$ cat src/rtl/mips_data_bus_bridge_pkg.sv
`default_nettype none
// ============================================================================
// Module      : mips_bus_pkg
// Description : Shared types and constants for the MIPS data bus bridge.
// Revision    : 1.0 - initial release
// ============================================================================
package mips_bus_pkg;

    // Bridge access sequencer states
    typedef enum logic [1:0] {
        S_IDLE    = 2'd0,
        S_REQ     = 2'd1,
        S_WAIT_RD = 2'd2,
        S_DONE    = 2'd3
    } t_bus_state;

    localparam logic [3:0] BYTEEN_WORD = 4'b1111;
    localparam logic [3:0] BYTEEN_NONE = 4'b0000;

    // Word accesses only: the two low address bits must be zero
    function automatic logic is_word_aligned(input logic [1:0] lsb);
        return (lsb == 2'b00);
    endfunction

endpackage
`default_nettype wire

$ cat src/rtl/mips_data_bus_bridge_watchdog.sv
`default_nettype none
// ============================================================================
// Module      : mips_bus_watchdog
// Description : Access timeout counter. Counts enabled cycles and flags
//               expiry on the TIMEOUT_CYCLES-th enabled cycle.
// Revision    : 1.0 - initial release
// ============================================================================
module mips_bus_watchdog #(
    parameter int TIMEOUT_CYCLES = 256
) (
    input  logic clk,
    input  logic reset,
    input  logic clear_i,
    input  logic enable_i,
    output logic expired_o
);

    localparam int              CW     = $clog2(TIMEOUT_CYCLES);
    localparam logic [CW-1:0]   C_LAST = CW'(TIMEOUT_CYCLES - 1);
    localparam logic [CW-1:0]   C_ONE  = CW'(1);

    logic [CW-1:0] count_q;

    // Count enabled cycles; hold at the terminal value until cleared
    always_ff @(posedge clk or posedge reset) begin
        if (reset) begin
            count_q <= '0;
        end else if (clear_i) begin
            count_q <= '0;
        end else if (enable_i && (count_q != C_LAST)) begin
            count_q <= count_q + C_ONE;
        end
    end

    assign expired_o = (count_q == C_LAST);

endmodule
`default_nettype wire

$ cat src/rtl/mips_data_bus_bridge.sv
`default_nettype none
// ============================================================================
// Module      : mips_data_bus_bridge
// Description : Bridges the CPU data port onto a wait-stated, pipelined-read
//               memory bus. Stalls the CPU for the duration of each access,
//               returns latched read data, and raises a sticky error flag on
//               misaligned, conflicting or timed-out accesses.
// Revision    : 1.0 - initial release
// ============================================================================
module mips_data_bus_bridge
    import mips_bus_pkg::*;
#(
    parameter int          TIMEOUT_CYCLES = 256,
    parameter logic [31:0] ERR_READDATA   = 32'h0
) (
    input  logic        clk,
    input  logic        reset,
    input  logic [31:0] cpu_data_address,
    input  logic        cpu_data_read,
    input  logic        cpu_data_write,
    input  logic [31:0] cpu_data_writedata,
    output logic [31:0] cpu_data_readdata,
    output logic        cpu_clock_enable,
    output logic [31:0] bus_address,
    output logic        bus_read,
    output logic        bus_write,
    output logic [31:0] bus_writedata,
    output logic [3:0]  bus_byteenable,
    input  logic        bus_waitrequest,
    input  logic [31:0] bus_readdata,
    input  logic        bus_readdatavalid,
    output logic        bus_error
);

    t_bus_state  state_q,    state_d;
    logic [31:0] addr_q,     addr_d;
    logic [31:0] wdata_q,    wdata_d;
    logic        rd_q,       rd_d;
    logic        wr_q,       wr_d;
    logic [31:0] readdata_q, readdata_d;
    logic        error_q,    error_d;
    logic        abort;
    logic        req;
    logic        wd_clear;
    logic        wd_enable;
    logic        wd_expired;

    assign req       = cpu_data_read | cpu_data_write;
    assign wd_clear  = (state_q == S_IDLE);
    assign wd_enable = (state_q == S_REQ) || (state_q == S_WAIT_RD);

    mips_bus_watchdog #(
        .TIMEOUT_CYCLES (TIMEOUT_CYCLES)
    ) u_watchdog (
        .clk       (clk),
        .reset     (reset),
        .clear_i   (wd_clear),
        .enable_i  (wd_enable),
        .expired_o (wd_expired)
    );

    // Next-state, datapath next values and CPU enable
    always_comb begin
        state_d    = state_q;
        addr_d     = addr_q;
        wdata_d    = wdata_q;
        rd_d       = rd_q;
        wr_d       = wr_q;
        readdata_d = readdata_q;
        error_d    = error_q;
        abort      = 1'b0;

        // The stall asserts in the very cycle the request appears; reset
        // releases the CPU unconditionally.
        cpu_clock_enable = reset
                         | ((state_q == S_IDLE) & ~req)
                         | (state_q == S_DONE);

        case (state_q)
            S_IDLE: begin
                if (req) begin
                    if (is_word_aligned(cpu_data_address[1:0]) &&
                        !(cpu_data_read && cpu_data_write)) begin
                        addr_d  = {cpu_data_address[31:2], 2'b00};
                        wdata_d = cpu_data_writedata;
                        rd_d    = cpu_data_read;
                        wr_d    = cpu_data_write;
                        state_d = S_REQ;
                    end else begin
                        // Rejected without touching the bus
                        error_d    = 1'b1;
                        readdata_d = ERR_READDATA;
                        state_d    = S_DONE;
                    end
                end
            end
            S_REQ: begin
                if (!bus_waitrequest) begin
                    rd_d = 1'b0;
                    wr_d = 1'b0;
                    if (wr_q) begin
                        state_d = S_DONE;
                    end else if (bus_readdatavalid) begin
                        // Zero-latency slave: data arrives with the accept
                        readdata_d = bus_readdata;
                        state_d    = S_DONE;
                    end else if (wd_expired) begin
                        abort = 1'b1;
                    end else begin
                        state_d = S_WAIT_RD;
                    end
                end else if (wd_expired) begin
                    abort = 1'b1;
                end
            end
            S_WAIT_RD: begin
                if (bus_readdatavalid) begin
                    readdata_d = bus_readdata;
                    state_d    = S_DONE;
                end else if (wd_expired) begin
                    abort = 1'b1;
                end
            end
            S_DONE: begin
                // Single commit cycle; a request still present is not re-issued
                state_d = S_IDLE;
            end
            default: begin
                state_d = S_IDLE;
            end
        endcase

        if (abort) begin
            rd_d       = 1'b0;
            wr_d       = 1'b0;
            error_d    = 1'b1;
            readdata_d = ERR_READDATA;
            state_d    = S_DONE;
        end
    end

    // State and datapath registers
    always_ff @(posedge clk or posedge reset) begin
        if (reset) begin
            state_q    <= S_IDLE;
            addr_q     <= '0;
            wdata_q    <= '0;
            rd_q       <= 1'b0;
            wr_q       <= 1'b0;
            readdata_q <= '0;
            error_q    <= 1'b0;
        end else begin
            state_q    <= state_d;
            addr_q     <= addr_d;
            wdata_q    <= wdata_d;
            rd_q       <= rd_d;
            wr_q       <= wr_d;
            readdata_q <= readdata_d;
            error_q    <= error_d;
        end
    end

    assign bus_address       = addr_q;
    assign bus_read          = rd_q;
    assign bus_write         = wr_q;
    assign bus_writedata     = wdata_q;
    assign bus_byteenable    = (rd_q | wr_q) ? BYTEEN_WORD : BYTEEN_NONE;
    assign cpu_data_readdata = readdata_q;
    assign bus_error         = error_q;

endmodule
`default_nettype wire

$ cat config.mk
export PLATFORM = sky130hd
export DESIGN_NAME = mips_data_bus_bridge
export DESIGN_NICKNAME = d
export VERILOG_FILES = /design/src/rtl/mips_data_bus_bridge_pkg.sv /design/src/rtl/mips_data_bus_bridge_watchdog.sv /design/src/rtl/mips_data_bus_bridge.sv
export SDC_FILE = /design/constraint.sdc
export NUM_CORES = 1
export LEC_CHECK = 0
export ABC_CLOCK_PERIOD_IN_PS = 3050
export BUFFER_PORTS_ARGS = -buffer_cell sky130_fd_sc_hd__clkbuf_2
export CAP_MARGIN = 30
export CORE_ASPECT_RATIO = 1.4
export CORE_MARGIN = 2
export CORE_UTILIZATION = 40
export CTS_BUF_LIST = sky130_fd_sc_hd__clkbuf_2 sky130_fd_sc_hd__clkbuf_4 sky130_fd_sc_hd__clkbuf_8
export DETAILED_ROUTE_END_ITERATION = 8
export HOLD_SLACK_MARGIN = 0.05
export PLACE_DENSITY = 0.68
export SETUP_SLACK_MARGIN = 0.02
export SYNTH_ARGS = -nofsm -noshare
export SYNTH_HDL_FRONTEND = slang
export SYNTH_HIERARCHICAL = 1
export SYNTH_SLANG_ARGS = --single-unit
$ cat constraint.sdc
create_clock -name clk -period 3.05 [get_ports clk]
set_input_delay 0.305 -clock clk [delete_from_list [all_inputs] [get_ports clk]]
set_output_delay 0.305 -clock clk [all_outputs]
set_load 0.01 [all_outputs]
Yosys cells after proc, flatten, opt, wreduce, memory -nomap -nowiden
Cells that the tools add are included.
{ "classes": {"n_addsub": 1, "eq_ne": 13, "muxes": 37, "bitwise": 6, "n_reduce_logical": 17} }
{ "op_table": {"columns": ["cell", "n"], "rows": [
  ["$mux W32", 6],
  ["$pmux W32 S3", 1],
  ["$ne A3 B3 Y1 const B", 6],
  ["$mux W2", 8],
  ["$mux W8", 2],
  ["$mux W1", 15],
  ["$add A8 B1 Y8 const B", 1],
  ["$eq A8 B8 Y1 const B", 1],
  ["$ne A8 B8 Y1 const B", 1],
  ["$pmux W2 S4", 1],
  ["$reduce_and A4 Y1", 2],
  ["$pmux W1 S2", 3],
  ["$reduce_and A3 Y1", 2],
  ["$reduce_bool A2 Y1", 3],
  ["$ne A5 B5 Y1 const B", 1],
  ["$reduce_and A5 Y1", 1],
  ["$eq A2 B2 Y1 const B", 2],
  ["$logic_not A2 Y1", 2],
  ["$mux W4", 1],
  ["$or A1 B1 Y1", 4],
  ["$reduce_bool A4 Y1", 1],
  ["$logic_and A1 B1 Y1", 3],
  ["$reduce_bool A3 Y1", 1],
  ["$eq A2 B1 Y1 const B", 1],
  ["other kinds (5)", 5]
]} }
{ "totals": {"ff_bits": 107, "in_bits": 102, "output_inout_bits": 104, "wordCells": 82} }

Logic depth before layout (Yosys ltp)
Gate-level depths: netlist of run 1.
{ "logic_depth": {"ltp_word": 8, "depth_mapped": 8, "depth_no_buf": 7} }

Cells and area by module
Netlist of run 1, hierarchy kept.
{ "modules_own_cells": {"columns": ["module", "instances", "cells_each", "area_each_um2", "seq_area_each_um2"], "rows": [
  ["mips_data_bus_bridge", 1, 296, 4389.2, 2477.4],
  ["mips_bus_watchdog", 1, 48, 491.7, 200.2]
]} }

Worst setup path before layout of run 1
OpenSTA, ideal clock, no wires.
{ "synth_timing": {"kind": "register to register", "from": "register u_watchdog.count_q[0]", "to": "register readdata_q[0], in the netlist cpu_data_readdata[0]", "setup_ns": 0.125, "arrival_ns": 2.151, "required_ns": 2.925, "setup_slack_ns": 0.774, "stages_incl_launch_ff": 9, "n_path_buf": 2, "synth_period_minus_slack_ns": 2.276, "cell_sequence": "dfrtp_1 -> ha_1 -> and3_1 -> buf_2 -> and2_2 -> o311ai_4 -> a221oi_4 -> buf_8 -> mux2_4"} }
{ "synth_via": {"elab_chain_len": 8, "elab_cells_between_ends": 13, "cone_classes": "5 x eq/ne; 6 x mux; 2 x reduce/logical"} }
{ "synth_rtl": {"columns": ["element", "line_no", "rtl"], "rows": [
  ["start: declaration", "mips_data_bus_bridge_watchdog.sv:22", "logic [CW-1:0] count_q;"],
  ["start signal: assignment", "mips_data_bus_bridge_watchdog.sv:31", "count_q <= count_q + C_ONE;"],
  ["$eq A8 B8 Y1 (*)", "mips_data_bus_bridge_watchdog.sv:35", "assign expired_o = (count_q == C_LAST);"],
  ["net wd_expired", "mips_data_bus_bridge.sv:46", "logic wd_expired;"],
  ["$mux W1 (*)", "mips_data_bus_bridge.sv:107, mips_data_bus_bridge.sv:112, mips_data_bus_bridge.sv:120", null],
  ["$mux W1", "mips_data_bus_bridge.sv:103", "end else if (bus_readdatavalid) begin"],
  ["$mux W1", "mips_data_bus_bridge.sv:101", "if (wr_q) begin"],
  ["$mux W1", "mips_data_bus_bridge.sv:98", "if (!bus_waitrequest) begin"],
  ["$pmux W1 S2 (*)", "mips_data_bus_bridge.sv:79", "case (state_q)"],
  ["$ne A3 B3 Y1 (no line) / $reduce_bool A4 Y1 (equally long branches)", null, null],
  ["$reduce_and A5 Y1 (no line)", null, null],
  ["end signal: assignment", "mips_data_bus_bridge.sv:158", "readdata_q <= readdata_d;"],
  ["end: declaration", "mips_data_bus_bridge.sv:40", "logic [31:0] readdata_q, readdata_d;"]
]} }
The timed path passes the listed nets; every way through them passes the cells marked *.
A chain may end at the register's enable or synchronous reset.

Worst setup path after layout of run 1
{ "layout_timing": {"from": "register u_watchdog.count_q[1]", "to": "register readdata_q[1], in the netlist cpu_data_readdata[1]"} }
Same word-level chain as after synthesis.

==> results of run 1 <==
## per-layer routing
layer  GRT usage [%]  up-vias  wire [um]  part of all wire (%)
met5               0        -          0                     0
met4           4.707        0        190                   1.7
met3           3.934       16        720                   6.4
met2           29.89      153       5735                    51
met1           21.89     1667       4660                    41
li1                -     1630          -                     -
## critical path, cell delays in order, from the launching register on
cell and delay, ps:
dfrtp_1 410, ha_1 300, and3_1 330, and2_2 280, o311ai_4 150, a221oi_4 560, buf_4 330, mux2_4 320
## area by class of cell
cell class / count / area share [%]
clock buffers: 10 / 2.208
clock inverters: 6 / 0.8629
inverters: 6 / 0.4014
multi-input cells: 208 / 32.57
flip-flops and latches: 107 / 42.95
well taps: 147 / 2.950
repair buffers: 213 / 18.06
## worst min-delay path by stage
stage,start,to
after floorplan,reset,u_watchdog/count_q[0]
after global placement,reset,u_watchdog/count_q[5]
after detailed placement,reset,u_watchdog/count_q[5]
after CTS,cpu_data_writedata[27],bus_writedata[27]
after global routing,cpu_data_writedata[27],bus_writedata[27]
final,cpu_data_writedata[27],bus_writedata[27]
## logic make-up after synthesis
kind of cell               Yosys count  synth area share [%]
DFF                                107                 54.86
muxes                               99                 25.28
and+or+nand+nor                     73                 9.177
buffers and inverters               30                 4.050
AOI/OAI and AO/OA                   28                 5.025
adders and majority gates            6                 1.538
other                                1               0.07683
## flip-flops by register name, indices dropped and copies added, names as in the netlist
register            count
bus_address            30
u_watchdog/count_q      8
cpu_data_readdata      32
bus_write               1
state_q                 2
bus_writedata          32
bus_error               1
bus_read                1
## per-stage QoR
step / cell area (um^2) / power (mW)
floorplan: 4885 / 4.749
global placement: 6018 / 5.704
detailed placement: 6018 / 5.832
CTS: 6220 / 6.683
global route: 6235 / 7.035
finish: 6235 / 6.592
## power groups by stage
stage,logic [mW],registers [mW],clock network (mW)
after floorplan,2.04,2.71,0
after global placement,3.26,2.45,0
after detailed placement,3.35,2.48,0
after CTS,3.35,2.45,0.876
after global routing,3.58,2.53,0.927
final,3.31,2.45,0.840
## layout by cell type (no fill, tap or decap), types with 3 or more instances in the layout
cell,Yosys,routed
clkbuf_2,0,203
dfrtp_1,107,107
mux2_2,66,66
and3_1,34,34
mux2_4,32,32
clkbuf_8,0,10
nand2_1,6,6
nor2_1,7,6
ha_1,6,6
buf_4,5,6
o21ai_0,5,5
inv_1,6,5
nor3b_1,4,4
a21oi_1,3,3
nor3_1,3,3
a211oi_1,3,3
nor2b_1,3,3
==> metrics, run 1 <==
Die Area=13110 um^2; FF+latch area=approximately 2700 um^2; Reg power frac=37.1%; final setup TNS=0 ps; Layout area overhead=27.74%; setup repair after global routing missed its margin=no; WP data required=about 3300 ps; largest fanout on the critical path=10; net load switching power=roughly 2.4 mW; total number of vias=between 3000 and 4000; Initial DRC Count=about 130; R2R Setup Slk=250 ps; worst hold slack=between 150 and 200 ps; routed len/inst=approximately 16 um; VDD IR-drop max=~530 uV; Int Power=4.174 mW; Reg2Reg Launch Point=u_watchdog/count_q[1]; worst setup margin=~250 ps; WHS Path Cells=2; Gate Count Post-Synth=344; die span in x=around 100 um; Via density=a little under 5; Fillers=about 1000; share of Yosys cell area claimed by the top area cell type=between 50% and 60%; gr ovfl total=0; footprint of the multi-input gates=about 2000 um^2; Std-Cell Rows=47; # port buffers=203; relative max-transition margin=around 42%; flops & latches, synth=107; IO Pins=about 210; initial antenna violation count=0; dominant synthesized flop cell=dfrtp_1; clock share of power=between 10% and 20%; Synth area leaders=dfrtp_1 (55%), mux2_2 (15%), mux2_4 (9.8%), and3_1 (4.4%), ha_1 (1.5%); final hold violations=0; Worst EP arrival=a little over 3000 ps; Power Density=around 1100 nW/um^2; CORE AREA=roughly 12000 um^2; Synth area leader=dfrtp_1; CTS Buf Count=9; number of global-route vias before repair=3526; Max Slew Vio Count=0; count leader, synth=dfrtp_1; hold buffers post-CTS=1; # Post-CTS Setup Buffers=0; worst setup path start=u_watchdog/count_q[1]; # placed instances=between 600 and 700; dpl hpwl=8.591 mm; drt drc=0; final setup skew=around 11 ps; Netlist cell types=48; Post-synth top cells=dfrtp_1 (107), mux2_2 (66), and3_1 (34); # diodes=0; Max-Cap Viols=0; # clock sinks=between 100 and 150; WL final=between 10 and 15 mm; Post-Layout Cell Count=around 700; Die H=~130 um; worst setup path end=cpu_data_readdata[1]; Tcrit/Tclk final=91.66%; Worst-Margin Slew=around 870 ps; clk_lat worst skew=~360 ps; Final GP Congestion=between 0.8 and 0.9; final worst path period need=2796 ps; outcome=complete, no violations; asr flop ratio synth=between 90% and 100%; final net count=653; # setup viols final=0; synthesized area=4881 um^2; Sw Ratio=36.68%; Hold WC Path Type=primary input to register; Comb power frac=50.2%; Core Util, Final=between 50% and 60%; 1st-pass router iterations=6; share of layout cells above drive strength 1=about three fifths; R2R cell count=7; global-route wire length before repair=18.31 mm; crit path launch type=register; largest net degree at the start of global routing=a little under 70; Seq/Total Area, Yosys=a little over half; H-tree Lvls=3; worst slack, placed=approximately 270 ps; Mapped Avg Cell Area=between 10 and 15 um^2; Initial Utilization=41.09%; FMAX=0.3577 GHz; DRT antenna net count=0; Reg clk slew, reported paths=110 ps; CP endpoint kind=register; end of the worst register-to-register path=cpu_data_readdata[1]; EDFF count, synth=0; clk root buf=clkbuf_8; WS Path Type=register to register; GRT Util Overall=between 10% and 20%; cts repair resizes=0; TritonCTS clock tree=built; leakage=3.263 nW; CTS Buffer Depth=2; Ys Warns=6
Power figures use the tool's default switching activity.
==> run 2: changes to the inputs <==
- ABC_CLOCK_PERIOD_IN_PS: 3050 -> 2680
- CORE_MARGIN: 2 -> unset
- PLACE_DENSITY: 0.68 -> 0.66
- clock period: 3.05 -> 2.68 ns (I/O delays scaled with it)
==> run 2 against run 1 <==
Register-to-register slack got worse by 60 ps. Core utilization increased by 0.20 points. Cell area increased by 0.38%. Critical path type unchanged. Wire length decreased by 2.0%.
==> metrics, run 2 (synthesis results as in run 1) <==
# setup viols final=0 (unchanged); TritonCTS clock tree=built (unchanged); Max-Cap Viols=0 (unchanged); CTS Buffer Depth=2 (unchanged); WL final=11.08 mm (was 11.31 mm); relative max-transition margin=64.72% (was 42.26%); most common cell after layout, fill and taps aside=clkbuf_2 (unchanged); Tcrit/Tclk final=92.82% (was 91.66%); R2R cell count=7 (unchanged); most frequent cells in the layout=clkbuf_2 (203), dfrtp_1 (107), mux2_2 (66) (unchanged); initial antenna violation count=0 (unchanged); final worst path period need=2488 ps (was 2796 ps); WS Path Type=register to register (unchanged); # placed instances=682 (was 679); largest fanout on the critical path=25 (was 10); Initial Utilization=41.09% (unchanged); Die Area=12650 um^2 (was 13110 um^2); VDD IR-drop max=752.7 uV (was 527.7 uV); Via density=4.986 (was 4.973); clk root buf=clkbuf_8 (unchanged); # port buffers=203 (unchanged); DRT antenna net count=0 (unchanged); clk_lat worst skew=370 ps (was 360 ps); drt drc=0 (unchanged); final setup skew=11.52 ps (was 10.61 ps); cts repair resizes=0 (unchanged); Initial DRC Count=77 (was 134); gr ovfl total=0 (unchanged); CTS Buf Count=9 (unchanged); R2R Setup Slk=190 ps (was 250 ps); final net count=655 (was 653); Reg clk slew, reported paths=110 ps (about the same); Max Slew Vio Count=0 (unchanged); total number of vias=3480 (was 3466); die span in x=95.36 um (was 97.36 um); IO Pins=206 (unchanged); Worst EP arrival=2740 ps (was 3040 ps); FMAX=0.4020 GHz (was 0.3577 GHz); 1st-pass router iterations=5 (was 6); number of global-route vias before repair=3436 (was 3526); H-tree Lvls=3 (unchanged); end of the worst register-to-register path=cpu_data_readdata[21] (was cpu_data_readdata[1]); crit path launch type=register (unchanged); dpl hpwl=8.515 mm (was 8.591 mm); Die H=132.7 um (was 134.7 um); CP endpoint kind=register (unchanged); final setup TNS=0 ps (unchanged); Hold WC Path Type=primary input to register (unchanged); global-route wire length before repair=17.40 mm (was 18.31 mm); WP data required=2930 ps (was 3300 ps); Reg2Reg Launch Point=u_watchdog/count_q[0] (was u_watchdog/count_q[1]); setup repair after global routing missed its margin=no (unchanged); WHS Path Cells=2 (unchanged); outcome=complete, no violations (unchanged); Final GP Congestion=0.7800 (was 0.8184); # clock sinks=107 (unchanged); min-delay src=cpu_data_writedata[6] (was cpu_data_writedata[27]); leakage=3.275 nW (was 3.263 nW); CORE AREA=11880 um^2 (unchanged); Worst-Margin Slew=529.2 ps (was 866.0 ps); final hold violations=0 (unchanged); Std-Cell Rows=47 (unchanged); # diodes=0 (unchanged); Post-Layout Cell Count=698 (was 697); hold buffers post-CTS=1 (unchanged); # Post-CTS Setup Buffers=0 (unchanged); Layout area overhead=28.22% (was 27.74%); Worst Hold Path EP=bus_writedata[6] (was bus_writedata[27]); Power Density=1191 nW/um^2 (was 1057 nW/um^2); share of layout cells above drive strength 1=61.89% (was 61.82%); GRT Util Overall=17.76% (was 17.27%); routed len/inst=15.87 um (was 16.22 um); Fillers=1048 (was 1049); largest net degree at the start of global routing=59 (was 69)
[run 2: report_power, final]
group | switching [mW] | internal (mW) | leakage (nW) | total (mW)
logic | 1.72 | 2.02 | 1.85 | 3.75
clock network | 0.583 | 0.355 | 0.0937 | 0.938
registers | 0.415 | 2.35 | 1.34 | 2.77
total | 2.72 | 4.73 | 3.28 | 7.45
[run 2: worst max path at each step]
stage	slack (ps)	startpoint	endpoint
floorplan	400	u_watchdog/count_q[0]	cpu_data_readdata[0]
global placement	290	u_watchdog/count_q[0]	cpu_data_readdata[27]
detailed placement	220	u_watchdog/count_q[0]	cpu_data_readdata[23]
CTS	200	u_watchdog/count_q[0]	cpu_data_readdata[27]
global route	50	u_watchdog/count_q[0]	cpu_data_readdata[27]
finish	190	u_watchdog/count_q[0]	cpu_data_readdata[21]
[run 2: critical path, cell delays in order (launching register included)]
cell and delay [ps]:
dfrtp_1 410, ha_1 300, and3_1 330, and2_2 270
o311ai_4 150, a221oi_4 320, buf_12 260, mux2_4 320
[run 2: per-stage QoR]
step / instance area, um^2 / total power [mW] / hold slack, ps / setup WS, ps / util [%]
after floorplan: 4888 / 5.405 / 83.66 / 404.1 / -
after global placement: 6067 / 6.487 / 288.5 / 288.9 / 51.07
after detailed placement: 6067 / 6.615 / 277.1 / 219.4 / 51.07
after CTS: 6259 / 7.558 / 98.74 / 199.8 / 52.69
after global routing: 6259 / 8.015 / 88.24 / 48.08 / 52.69
final: 6259 / 7.454 / 120.5 / 192.3 / 52.69
[run 2: cell type report]
class                   instances  area (um^2)  area share (%)
multi-input cells             208         2031           32.45
inverters                       6        26.28          0.4198
well taps                     147        183.9           2.939
clock inverters                 6        57.56          0.9196
repair buffers                215         1159           18.51
flip-flops and latches        107         2678           42.78
clock buffers                   9        123.9           1.979
[run 2: metal layers]
metal	share of wire, %	track usage [%]	routed length [um]	vias up
li1	-	-	-	1640
met1	40	21.01	4476	1694
met2	51	30.79	5610	134
met3	7.5	4.655	826	12
met4	1.5	5.556	163	0
met5	0	0	0	-
